`src/rtl/regarb_pkg.sv`:
```
// regarb_pkg: shared types and default widths for the register-bank write arbiter.
package regarb_pkg;
    localparam int DATA_W_DEF = 64;
    localparam int ADDR_W_DEF = 5;

    typedef struct packed {
        logic [ADDR_W_DEF-1:0] addr;
        logic [DATA_W_DEF-1:0] data;
    } wr_req_t;

    typedef enum logic {SRC_ALU, SRC_MEM} src_e;
endpackage

```
`src/rtl/regfile_write_arbiter_if.sv`:
```
// regfile_write_arbiter_if: writeback request, bank write and hazard-query signals.
interface regfile_write_arbiter_if #(
    parameter int DATA_W = regarb_pkg::DATA_W_DEF,
    parameter int ADDR_W = regarb_pkg::ADDR_W_DEF
);
    logic              alu_valid, alu_ready;
    logic [ADDR_W-1:0] alu_addr;
    logic [DATA_W-1:0] alu_data;
    logic              mem_valid, mem_ready;
    logic [ADDR_W-1:0] mem_addr;
    logic [DATA_W-1:0] mem_data;
    logic              rf_write;
    logic [ADDR_W-1:0] rf_waddr;
    logic [DATA_W-1:0] rf_wdata;
    logic [ADDR_W-1:0] rd_addr_1, rd_addr_2;
    logic              raw_hazard_1, raw_hazard_2;
    logic              idle;

    modport master (
        output alu_valid, alu_addr, alu_data, mem_valid, mem_addr, mem_data, rd_addr_1, rd_addr_2,
        input  alu_ready, mem_ready, rf_write, rf_waddr, rf_wdata, raw_hazard_1, raw_hazard_2, idle
    );
    modport slave (
        input  alu_valid, alu_addr, alu_data, mem_valid, mem_addr, mem_data, rd_addr_1, rd_addr_2,
        output alu_ready, mem_ready, rf_write, rf_waddr, rf_wdata, raw_hazard_1, raw_hazard_2, idle
    );
endinterface

```
`src/rtl/regarb_fifo.sv`:
```
// regarb_fifo: small sync FIFO of write requests; exposes per-entry valid/addr for hazard compares.
module regarb_fifo
    import regarb_pkg::*;
#(
    parameter type req_t  = wr_req_t,
    parameter int  ADDR_W = ADDR_W_DEF,
    parameter int  DEPTH  = 2
) (
    input  logic                         clk,
    input  logic                         rst_n,
    input  logic                         push_i,
    input  logic                         pop_i,
    input  req_t                         din_i,
    output logic                         full_o,
    output logic                         empty_o,
    output req_t                         head_o,
    output logic [DEPTH-1:0]             ent_vld_o,
    output logic [DEPTH-1:0][ADDR_W-1:0] ent_addr_o
);
    localparam int PW = $clog2(DEPTH);
    localparam int CW = PW + 1;

    req_t          mem_q [DEPTH];
    logic [PW-1:0] wp_q, rp_q;
    logic [CW-1:0] cnt_q;

    always_ff @(posedge clk or negedge rst_n) begin
        if (!rst_n) begin
            wp_q  <= '0;
            rp_q  <= '0;
            cnt_q <= '0;
        end else begin
            if (push_i) wp_q <= wp_q + PW'(1);
            if (pop_i) rp_q <= rp_q + PW'(1);
            cnt_q <= cnt_q + CW'(push_i) - CW'(pop_i);
        end
    end

    always_ff @(posedge clk) begin
        if (push_i) mem_q[wp_q] <= din_i;
    end

    assign full_o  = cnt_q == CW'(DEPTH);
    assign empty_o = cnt_q == '0;
    assign head_o  = mem_q[rp_q];

    // An entry is live when its distance from the read pointer is below the count.
    for (genvar i = 0; i < DEPTH; i++) begin : g_ent
        logic [PW-1:0] off;
        assign off           = PW'(i) - rp_q;
        assign ent_vld_o[i]  = {1'b0, off} < cnt_q;
        assign ent_addr_o[i] = mem_q[i].addr;
    end
endmodule

```
`src/rtl/regfile_write_arbiter.sv`:
```
// regfile_write_arbiter: round-robin merge of ALU and load writebacks onto one bank write port.
// REGARB_ZERO_REG_EN: drop writes to r0 and never flag hazards on r0.
module regfile_write_arbiter
    import regarb_pkg::*;
#(
    parameter int DATA_W     = DATA_W_DEF,
    parameter int ADDR_W     = ADDR_W_DEF,
    parameter int FIFO_DEPTH = 2
) (
    input logic                    clk,
    input logic                    rst_n,
    regfile_write_arbiter_if.slave bus
);
`ifdef REGARB_ZERO_REG_EN
    localparam bit ZERO_EN = 1'b1;
`else
    localparam bit ZERO_EN = 1'b0;
`endif

    typedef struct packed {
        logic [ADDR_W-1:0] addr;
        logic [DATA_W-1:0] data;
    } req_t;

    req_t                              a_head, m_head;
    logic                              a_full, a_empty, m_full, m_empty;
    logic [FIFO_DEPTH-1:0]             a_vld, m_vld;
    logic [FIFO_DEPTH-1:0][ADDR_W-1:0] a_addr, m_addr;
    logic                              a_push, m_push, grant_a, grant_m, hz_1, hz_2;
    src_e                              last_q, last_d;
    logic                              rf_write_q, rf_write_d;
    logic [ADDR_W-1:0]                 rf_waddr_q, rf_waddr_d;
    logic [DATA_W-1:0]                 rf_wdata_q, rf_wdata_d;

    assign bus.alu_ready = rst_n && !a_full;
    assign bus.mem_ready = rst_n && !m_full;
    assign a_push = bus.alu_valid && bus.alu_ready && !(ZERO_EN && bus.alu_addr == '0);
    assign m_push = bus.mem_valid && bus.mem_ready && !(ZERO_EN && bus.mem_addr == '0);

    regarb_fifo #(.req_t(req_t), .ADDR_W(ADDR_W), .DEPTH(FIFO_DEPTH)) u_alu_fifo (
        .clk, .rst_n, .push_i(a_push), .pop_i(grant_a), .din_i(req_t'({bus.alu_addr, bus.alu_data})),
        .full_o(a_full), .empty_o(a_empty), .head_o(a_head), .ent_vld_o(a_vld), .ent_addr_o(a_addr)
    );

    regarb_fifo #(.req_t(req_t), .ADDR_W(ADDR_W), .DEPTH(FIFO_DEPTH)) u_mem_fifo (
        .clk, .rst_n, .push_i(m_push), .pop_i(grant_m), .din_i(req_t'({bus.mem_addr, bus.mem_data})),
        .full_o(m_full), .empty_o(m_empty), .head_o(m_head), .ent_vld_o(m_vld), .ent_addr_o(m_addr)
    );

    always_comb begin
        grant_a    = !a_empty && (m_empty || last_q == SRC_MEM);
        grant_m    = !m_empty && !grant_a;
        last_d     = grant_a ? SRC_ALU : grant_m ? SRC_MEM : last_q;
        rf_write_d = grant_a || grant_m;
        rf_waddr_d = grant_a ? a_head.addr : grant_m ? m_head.addr : rf_waddr_q;
        rf_wdata_d = grant_a ? a_head.data : grant_m ? m_head.data : rf_wdata_q;
    end

    always_ff @(posedge clk or negedge rst_n) begin
        if (!rst_n) begin
            last_q     <= SRC_MEM;
            rf_write_q <= 1'b0;
            rf_waddr_q <= '0;
            rf_wdata_q <= '0;
        end else begin
            last_q     <= last_d;
            rf_write_q <= rf_write_d;
            rf_waddr_q <= rf_waddr_d;
            rf_wdata_q <= rf_wdata_d;
        end
    end

    // A write is pending while queued in either FIFO or on the bank port this cycle.
    always_comb begin
        hz_1 = rf_write_q && rf_waddr_q == bus.rd_addr_1;
        hz_2 = rf_write_q && rf_waddr_q == bus.rd_addr_2;
        for (int k = 0; k < FIFO_DEPTH; k++) begin
            hz_1 = hz_1 || (a_vld[k] && a_addr[k] == bus.rd_addr_1) || (m_vld[k] && m_addr[k] == bus.rd_addr_1);
            hz_2 = hz_2 || (a_vld[k] && a_addr[k] == bus.rd_addr_2) || (m_vld[k] && m_addr[k] == bus.rd_addr_2);
        end
    end

    assign bus.raw_hazard_1 = hz_1 && !(ZERO_EN && bus.rd_addr_1 == '0);
    assign bus.raw_hazard_2 = hz_2 && !(ZERO_EN && bus.rd_addr_2 == '0);
    assign bus.rf_write     = rf_write_q;
    assign bus.rf_waddr     = rf_waddr_q;
    assign bus.rf_wdata     = rf_wdata_q;
    assign bus.idle         = a_empty && m_empty && !rf_write_q;
endmodule

```
`src/flat_wrapper.sv`:
```
// flat-port wrapper written by rule: the top's interface ports become plain ports
module regfile_write_arbiter_flat import regarb_pkg::*;
#(
    parameter int DATA_W     = DATA_W_DEF,
    parameter int ADDR_W     = ADDR_W_DEF,
    parameter int FIFO_DEPTH = 2
)
  (clk, rst_n, bus_alu_valid, bus_alu_addr, bus_alu_data, bus_mem_valid, bus_mem_addr, bus_mem_data, bus_rd_addr_1, bus_rd_addr_2, bus_alu_ready, bus_mem_ready, bus_rf_write, bus_rf_waddr, bus_rf_wdata, bus_raw_hazard_1, bus_raw_hazard_2, bus_idle);
  regfile_write_arbiter_if #(.DATA_W(DATA_W), .ADDR_W(ADDR_W)) bus_i ();
  input logic clk;
  input logic rst_n;
  input wire logic [$bits(bus_i.alu_valid)-1:0] bus_alu_valid;
  input wire logic [$bits(bus_i.alu_addr)-1:0] bus_alu_addr;
  input wire logic [$bits(bus_i.alu_data)-1:0] bus_alu_data;
  input wire logic [$bits(bus_i.mem_valid)-1:0] bus_mem_valid;
  input wire logic [$bits(bus_i.mem_addr)-1:0] bus_mem_addr;
  input wire logic [$bits(bus_i.mem_data)-1:0] bus_mem_data;
  input wire logic [$bits(bus_i.rd_addr_1)-1:0] bus_rd_addr_1;
  input wire logic [$bits(bus_i.rd_addr_2)-1:0] bus_rd_addr_2;
  output wire logic [$bits(bus_i.alu_ready)-1:0] bus_alu_ready;
  output wire logic [$bits(bus_i.mem_ready)-1:0] bus_mem_ready;
  output wire logic [$bits(bus_i.rf_write)-1:0] bus_rf_write;
  output wire logic [$bits(bus_i.rf_waddr)-1:0] bus_rf_waddr;
  output wire logic [$bits(bus_i.rf_wdata)-1:0] bus_rf_wdata;
  output wire logic [$bits(bus_i.raw_hazard_1)-1:0] bus_raw_hazard_1;
  output wire logic [$bits(bus_i.raw_hazard_2)-1:0] bus_raw_hazard_2;
  output wire logic [$bits(bus_i.idle)-1:0] bus_idle;
  assign bus_i.alu_valid = bus_alu_valid;
  assign bus_i.alu_addr = bus_alu_addr;
  assign bus_i.alu_data = bus_alu_data;
  assign bus_i.mem_valid = bus_mem_valid;
  assign bus_i.mem_addr = bus_mem_addr;
  assign bus_i.mem_data = bus_mem_data;
  assign bus_i.rd_addr_1 = bus_rd_addr_1;
  assign bus_i.rd_addr_2 = bus_rd_addr_2;
  assign bus_alu_ready = bus_i.alu_ready;
  assign bus_mem_ready = bus_i.mem_ready;
  assign bus_rf_write = bus_i.rf_write;
  assign bus_rf_waddr = bus_i.rf_waddr;
  assign bus_rf_wdata = bus_i.rf_wdata;
  assign bus_raw_hazard_1 = bus_i.raw_hazard_1;
  assign bus_raw_hazard_2 = bus_i.raw_hazard_2;
  assign bus_idle = bus_i.idle;
  regfile_write_arbiter #(.DATA_W(DATA_W), .ADDR_W(ADDR_W), .FIFO_DEPTH(FIFO_DEPTH)) u_core (.clk(clk), .rst_n(rst_n), .bus(bus_i));
endmodule
```
`config.mk`:
```
export PLATFORM = sky130hd
export DESIGN_NAME = regfile_write_arbiter_flat
export DESIGN_NICKNAME = d
export VERILOG_FILES = /design/src/rtl/regarb_pkg.sv /design/src/rtl/regfile_write_arbiter_if.sv /design/src/rtl/regarb_fifo.sv /design/src/rtl/regfile_write_arbiter.sv /design/src/flat_wrapper.sv
export SDC_FILE = /design/constraint.sdc
export NUM_CORES = 1
export LEC_CHECK = 0
export ABC_AREA = 1
export BUFFER_PORTS_ARGS = -buffer_cell sky130_fd_sc_hd__buf_2
export CAP_MARGIN = 5
export CORE_MARGIN = 2
export CORE_UTILIZATION = 50
export CTS_CLUSTER_SIZE = 24
export DETAILED_ROUTE_END_ITERATION = 10
export PLACE_DENSITY = 0.83
export RECOVER_POWER = 100
export SYNTH_ARGS = -nofsm -noshare
export SYNTH_HDL_FRONTEND = slang
export SYNTH_SLANG_ARGS = --single-unit
```
`constraint.sdc`:
```
create_clock -name clk -period 8.53 [get_ports clk]
set_input_delay 1.706 -clock clk [delete_from_list [all_inputs] [get_ports clk]]
set_output_delay 1.706 -clock clk [all_outputs]
set_load 0.01 [all_outputs]
```
# Word level (Yosys, flattened, before mapping)
# Memory sizes are Yosys's and may differ from the RTL's.
# Index checks and enable logic that the tools add are counted.
# W data, S select, Z words.
dict set report op_classes {
  add_sub_neg 12
  order_cmp 4
  eq_ne 12
  mux 10
  n_reduce_logical 37
}
# cell n
set op_table {}
lappend op_table {{$mux W64} 2}
lappend op_table {{$eq A5 B5 Y1} 10}
lappend op_table {{$logic_and A1 B1 Y1} 18}
lappend op_table {{$logic_or A1 B1 Y1} 10}
lappend op_table {{$mux W5} 2}
lappend op_table {{$lt A1 B2 Y1} 4}
lappend op_table {{$logic_not A1 Y1} 6}
lappend op_table {{$mux W1} 6}
lappend op_table {{$add A1 B1 Y1 const B} 4}
lappend op_table {{$add A2 B1 Y2} 2}
lappend op_table {{$eq A2 B2 Y1 const B} 2}
lappend op_table {{$logic_not A2 Y1} 2}
lappend op_table {{$sub A1 B1 Y1 const A} 4}
lappend op_table {{$sub A2 B1 Y2} 2}
lappend op_table {{$reduce_bool A2 Y1} 1}
dict set report totals {
  reg_bits 79
  mem_bits_rw 276
  inputBits 152
  output_inout_bits 75
  wordCells 87
  mem_count 2
}
# memory words word_bits rd rd_ports_with_merged_regs wr line
set mem_list {}
lappend mem_list {u_core.u_alu_fifo.mem_q 2 69 3 0 1 regarb_fifo.sv:23} ;# req_t mem_q [DEPTH];
lappend mem_list {u_core.u_mem_fifo.mem_q 2 69 3 0 1 regarb_fifo.sv:23}

# Logic depth before layout (Yosys ltp)
dict set report logic_depth {
  ltp_word 7
  depth_mapped 12
  ltp_nobuf 11
}

# By module
# A second synthesis with hierarchy kept.
dict set report unflattened {
  cells_unflattened 1384
  hier_area_um2 14814.2
}
# mod n_inst cells_per_inst area_each_um2
set modules_own_cells {}
lappend modules_own_cells {regarb_fifo 2 398 5368.9}
lappend modules_own_cells {regfile_write_arbiter 1 588 4076.4}

# Worst setup path before layout
# Ideal clock, no wire load.
dict set report synth_timing {
  kind {input-to-reg}
  from {input port rst_n}
  to {memory u_core.u_alu_fifo.mem_q[0][0] (netlist name), enable pin}
  setup_ns 0.497
  t_arrival_ns 5.063
  required_ns 8.033
  slack_ns 2.970
  path_stages 4
  cell_sequence {inv_1 -> a21oi_1 -> nand2_1 -> nor2_1}
}
dict set report synth_between {
  elab_chain_cells 4
}
# item line
set synth_rtl {}
lappend synth_rtl {{from (decl)} flat_wrapper.sv:11} ;# input logic rst_n;
lappend synth_rtl {{$logic_and A1 B1 Y1} regfile_write_arbiter.sv:35} ;# assign bus.alu_ready = rst_n && !a_full;
lappend synth_rtl {{named net bus_alu_ready} flat_wrapper.sv:20} ;# output wire logic [$bits(bus_i.alu_ready)-1:0] bus_alu_ready;
lappend synth_rtl {{$logic_and A1 B1 Y1} regfile_write_arbiter.sv:37} ;# assign a_push = bus.alu_valid && bus.alu_ready && !(ZERO_EN && bus.alu_addr == '0);
lappend synth_rtl {{$mux W1} regarb_fifo.sv:40} ;# if (push_i) mem_q[wp_q] <= din_i;
lappend synth_rtl {{$mux W1 (implied by the code)} regarb_fifo.sv:40}
lappend synth_rtl {{to (decl)} regarb_fifo.sv:23}
# The timed path passes the listed nets, and every way through them passes these cells.

# Worst setup path after layout
dict set report layout_timing {
  from {input port rst_n}
  to {output port bus_mem_ready}
}
dict set report layout_between {
  elab_chain_cells 1
}
# item line
set layout_rtl {}
lappend layout_rtl {{$logic_and A1 B1 Y1} regfile_write_arbiter.sv:36} ;# assign bus.mem_ready = rst_n && !m_full;
lappend layout_rtl {{to (decl)} flat_wrapper.sv:21} ;# output wire logic [$bits(bus_i.mem_ready)-1:0] bus_mem_ready;
# Every way passes these cells.

==> impl_results.md <==
* Status: finished with violations
* Failing checks: max-capacitance violations, max-slew violations
* H-Tree Depth at 2
* Post-Syn Area at around 14000 um^2
* Non-Filler Instances at between 1500 and 2000
* Worst hold path type: flip-flop to flip-flop
* Share of layout cells above drive strength 1 at 0.119
* Worst Skew at approximately 0.018 ns
* Placed Instances at around 1800
* Wire per inst at between 15 and 20 um
* Cell area power density at around 360 nW/um^2
* Die H at between 150 and 200 um
* Req. time, crit path at approximately 7 ns
* RSZ-0062 raised after global routing: false
* Final setup fails at 0
* CTS tree: done
* Hold Path End: u_core.bus.rf_wdata[31]$_DFFE_PN0P_
* Post-synth cell types at 27
* Postcts setup bufs at 0
* Clock sink count at 355
* Insertion delay to the later sink of the worst-skew pair at roughly 0.51 ns
* Pre-CTS WS at 3.90 ns
* Max transition margin at -1.54
* FF+latch count, synth at roughly 360
* Post-DRT Antenna Nets at 0
* Initial antenna violation count at 8
* First-pass GRT wire length at around 53 mm
* Post-Route WL at 34.2 mm
* Number of synthesized flops with an enable pin at 276
* Hold Buf Count CTS at 0
* Post-route setup slack at about 2.7 ns
* Vias per cell at approximately 5.2
* I/O Buffers at about 230
* Main synth FF type: edfxtp_1
* Root Buffer: clkbuf_16
* Worst hold slack at slightly below 0.5 ns
* Setup TNS at 0 ns
* Most frequent cell after synthesis: nand2_1
* Hold wc startpoint: u_core.bus.rf_wdata[31]$_DFFE_PN0P_
* Cells after Synth at 1200
* Max IR drop VDD at between 0.0002 and 0.00025 V
* Delay-heaviest family, CP: buffers and inverters
* CTS clk-pin slew, worst paths at ~0.060 ns
* Core area at roughly 28000 um^2
* Max clock buf depth at 3
* CP Capture Type: output pin
* Total power at approximately 6 mW
* Hold Path Stages at 2
* Initial DRC Count at around 860
* R2r setup slk at slightly above 3 ns
* RR Startpoint: u_core.u_alu_fifo.rp_q$_DFFE_PN0P_
* Filler cells at about 2300
* Most used cell, CP: clkbuf_1
* Post-cts resize count at 0
* Most area-hungry cell type in the Yosys netlist: edfxtp_1
* FF-to-FF path depth at 7
* Max FO, Critical Path at 39
* Highest clock rate at approximately 0.17 GHz
* Synthesis Warnings at 0
* Crit-path cells: clkbuf_1, inv_1, a21oi_1, clkbuf_1
* Kind of critical path: input pin to output pin
* Crit path DAT at about 4.1 ns
* Lkg Pwr at between 6 and 7 nW
* Total grt overflow at 0
* Actual slew at the worst max-slew pin at approximately 3.8 ns
* FF-to-FF End: u_core.bus.rf_wdata[44]$_DFFE_PN0P_
* Total die area at 30100 um^2
* Crit share post-route at 0.685
* Num CTS Buffers at 37
* Syn avg cell area at approximately 12 um^2
* Share of the synthesized area in the top cell type at 0.577
* Area delta synth->final at 17.5%
* Maxcap violations at 5
* Largest net degree at the start of global routing at between 70 and 80
* Top cells by count, synth: 417 x nand2_1, 276 x edfxtp_1, 107 x nor2_1
* Critical path depth in cells at 4
* Sequential-to-total area share from yosys stat at 0.715
* Synth async-reset ratio at 0.223
* Max incr delay on CP at 1.73 ns
* Max-slew violations at roughly 250
* # DRC at 0
* Final Hold Fails at 0
* CP max stage cell: clkbuf_1
* Vias in the first global route at 9821
* Cell row count at between 60 and 70
* Vias at between 9000 and 10000
* Initial core utilization at 0.505
* Die width at about 170 um
* Nets at 1580
* Final min period at 5.85 ns
* Startpoint Class: input pin
* Total track usage at 0.227
* DP HPWL at between 20 and 25 mm
* # IOs at 227
* Worst Path Buf+Inv at 3
* Placer Congestion at about 0.91
* Drt pass-1 iters at 5
* Net Count, Synth at between 1000 and 1500
* Largest cells by area after synthesis: edfxtp_1 58%, dfrtp_1 14%, nand2_1 11%
==> cell usage in the layout (no fill, tap or decap), drive strengths merged <==
master | Yosys | routed
nor2 | 109 | 109
xor2 | 18 | 18
a21oi | 6 | 6
dfstp | 1 | 1
bufinv | 0 | 7
clkinvlp | 0 | 2
o22ai | 2 | 2
clkbuf | 6 | 215
mux2 | 31 | 31
dfrtp | 78 | 78
o211ai | 2 | 2
edfxtp | 276 | 276
clkinv | 0 | 10
inv | 44 | 45
nand4 | 2 | 2
mux2i | 34 | 34
nand3 | 73 | 73
ha | 4 | 4
nand2 | 421 | 421
buf | 44 | 68
xnor2 | 2 | 2
o21ai | 47 | 47
diode | 0 | 4
==> cell families (layout without fill, tap and decap cells) <==
kind of cell / after synthesis / count (layout) / synth area share
and+or+nand+nor: 605 / 605 / 0.169
xor gates and xnor gates: 20 / 20 / 0.0122
DFF: 355 / 355 / 0.715
AOI/OAI and AO/OA: 57 / 57 / 0.0204
adders and majority gates: 4 / 4 / 0.00348
other: 0 / 4 / 0
buffers and inverters: 94 / 347 / 0.0327
muxes: 65 / 65 / 0.0480
==> flip-flops by register name, indices dropped and copies added, names as in the netlist <==
| register | cells |
|---|---|
| u_core.u_alu_fifo.mem_q | 138 |
| u_core.u_alu_fifo.cnt_q | 2 |
| u_core.bus.rf_wdata | 64 |
| u_core.u_alu_fifo.rp_q | 1 |
| u_core.u_mem_fifo.cnt_q | 2 |
| u_core.bus.rf_write | 1 |
| u_core.u_alu_fifo.wp_q | 1 |
| u_core.last_q | 1 |
| u_core.u_mem_fifo.rp_q | 1 |
| u_core.bus.rf_waddr | 5 |
| u_core.u_mem_fifo.mem_q | 138 |
| u_core.u_mem_fifo.wp_q | 1 |
==> worst max path at each step <==
stage / from / end
after floorplan: rst_n / u_core.u_alu_fifo.mem_q[0][0]$_DFFE_PP_
after global placement: rst_n / u_core.u_mem_fifo.mem_q[0][28]$_DFFE_PP_
after detailed placement: rst_n / u_core.u_mem_fifo.mem_q[0][28]$_DFFE_PP_
after CTS: rst_n / bus_alu_ready
after global routing: rst_n / u_core.u_alu_fifo.mem_q[0][20]$_DFFE_PP_
final: rst_n / bus_mem_ready
==> layer usage <==
metal | GRT usage | wire (um) | vias to the layer above
met3 | 0.0476 | 2300 | 76
met1 | 0.289 | 13900 | 4662
met4 | 0.0770 | 974 | 8
met5 | 0 | 52 | -
li1 | - | - | 4505
met2 | 0.391 | 17000 | 354
==> worst min-delay path, cell delays in order (launching register included) <==
cell and delay (ns):
dfrtp_1 0.35, nand2_1 0.05, nand2_1 0.05
==> metrics by stage <==
step / util / instance area [um^2]
detailed placement: 0.554 / 15800
floorplan: - / 14400
global placement: 0.554 / 15800
global route: 0.593 / 16900
finish: 0.593 / 16900
CTS: 0.601 / 17100
==> layout make-up <==
type	instances	area, um^2	area share
inverters	44	168	0.00993
flip-flops and latches	355	10300	0.609
well taps	384	480	0.0285
clock inverters	20	283	0.0168
clock buffers	48	1040	0.0616
diodes	4	10.0	0.000593
multi-input cells	751	3640	0.216
repair buffers	235	986	0.0584
==> where the power goes <==
group	total, mW	switching (mW)	leakage [nW]	internal, mW
Sequential	2.48	0.208	3.44	2.27
Clock	1.72	0.643	0.643	1.08
Combinational	1.81	1.22	2.72	0.593
Power figures use the tool's default switching activity.
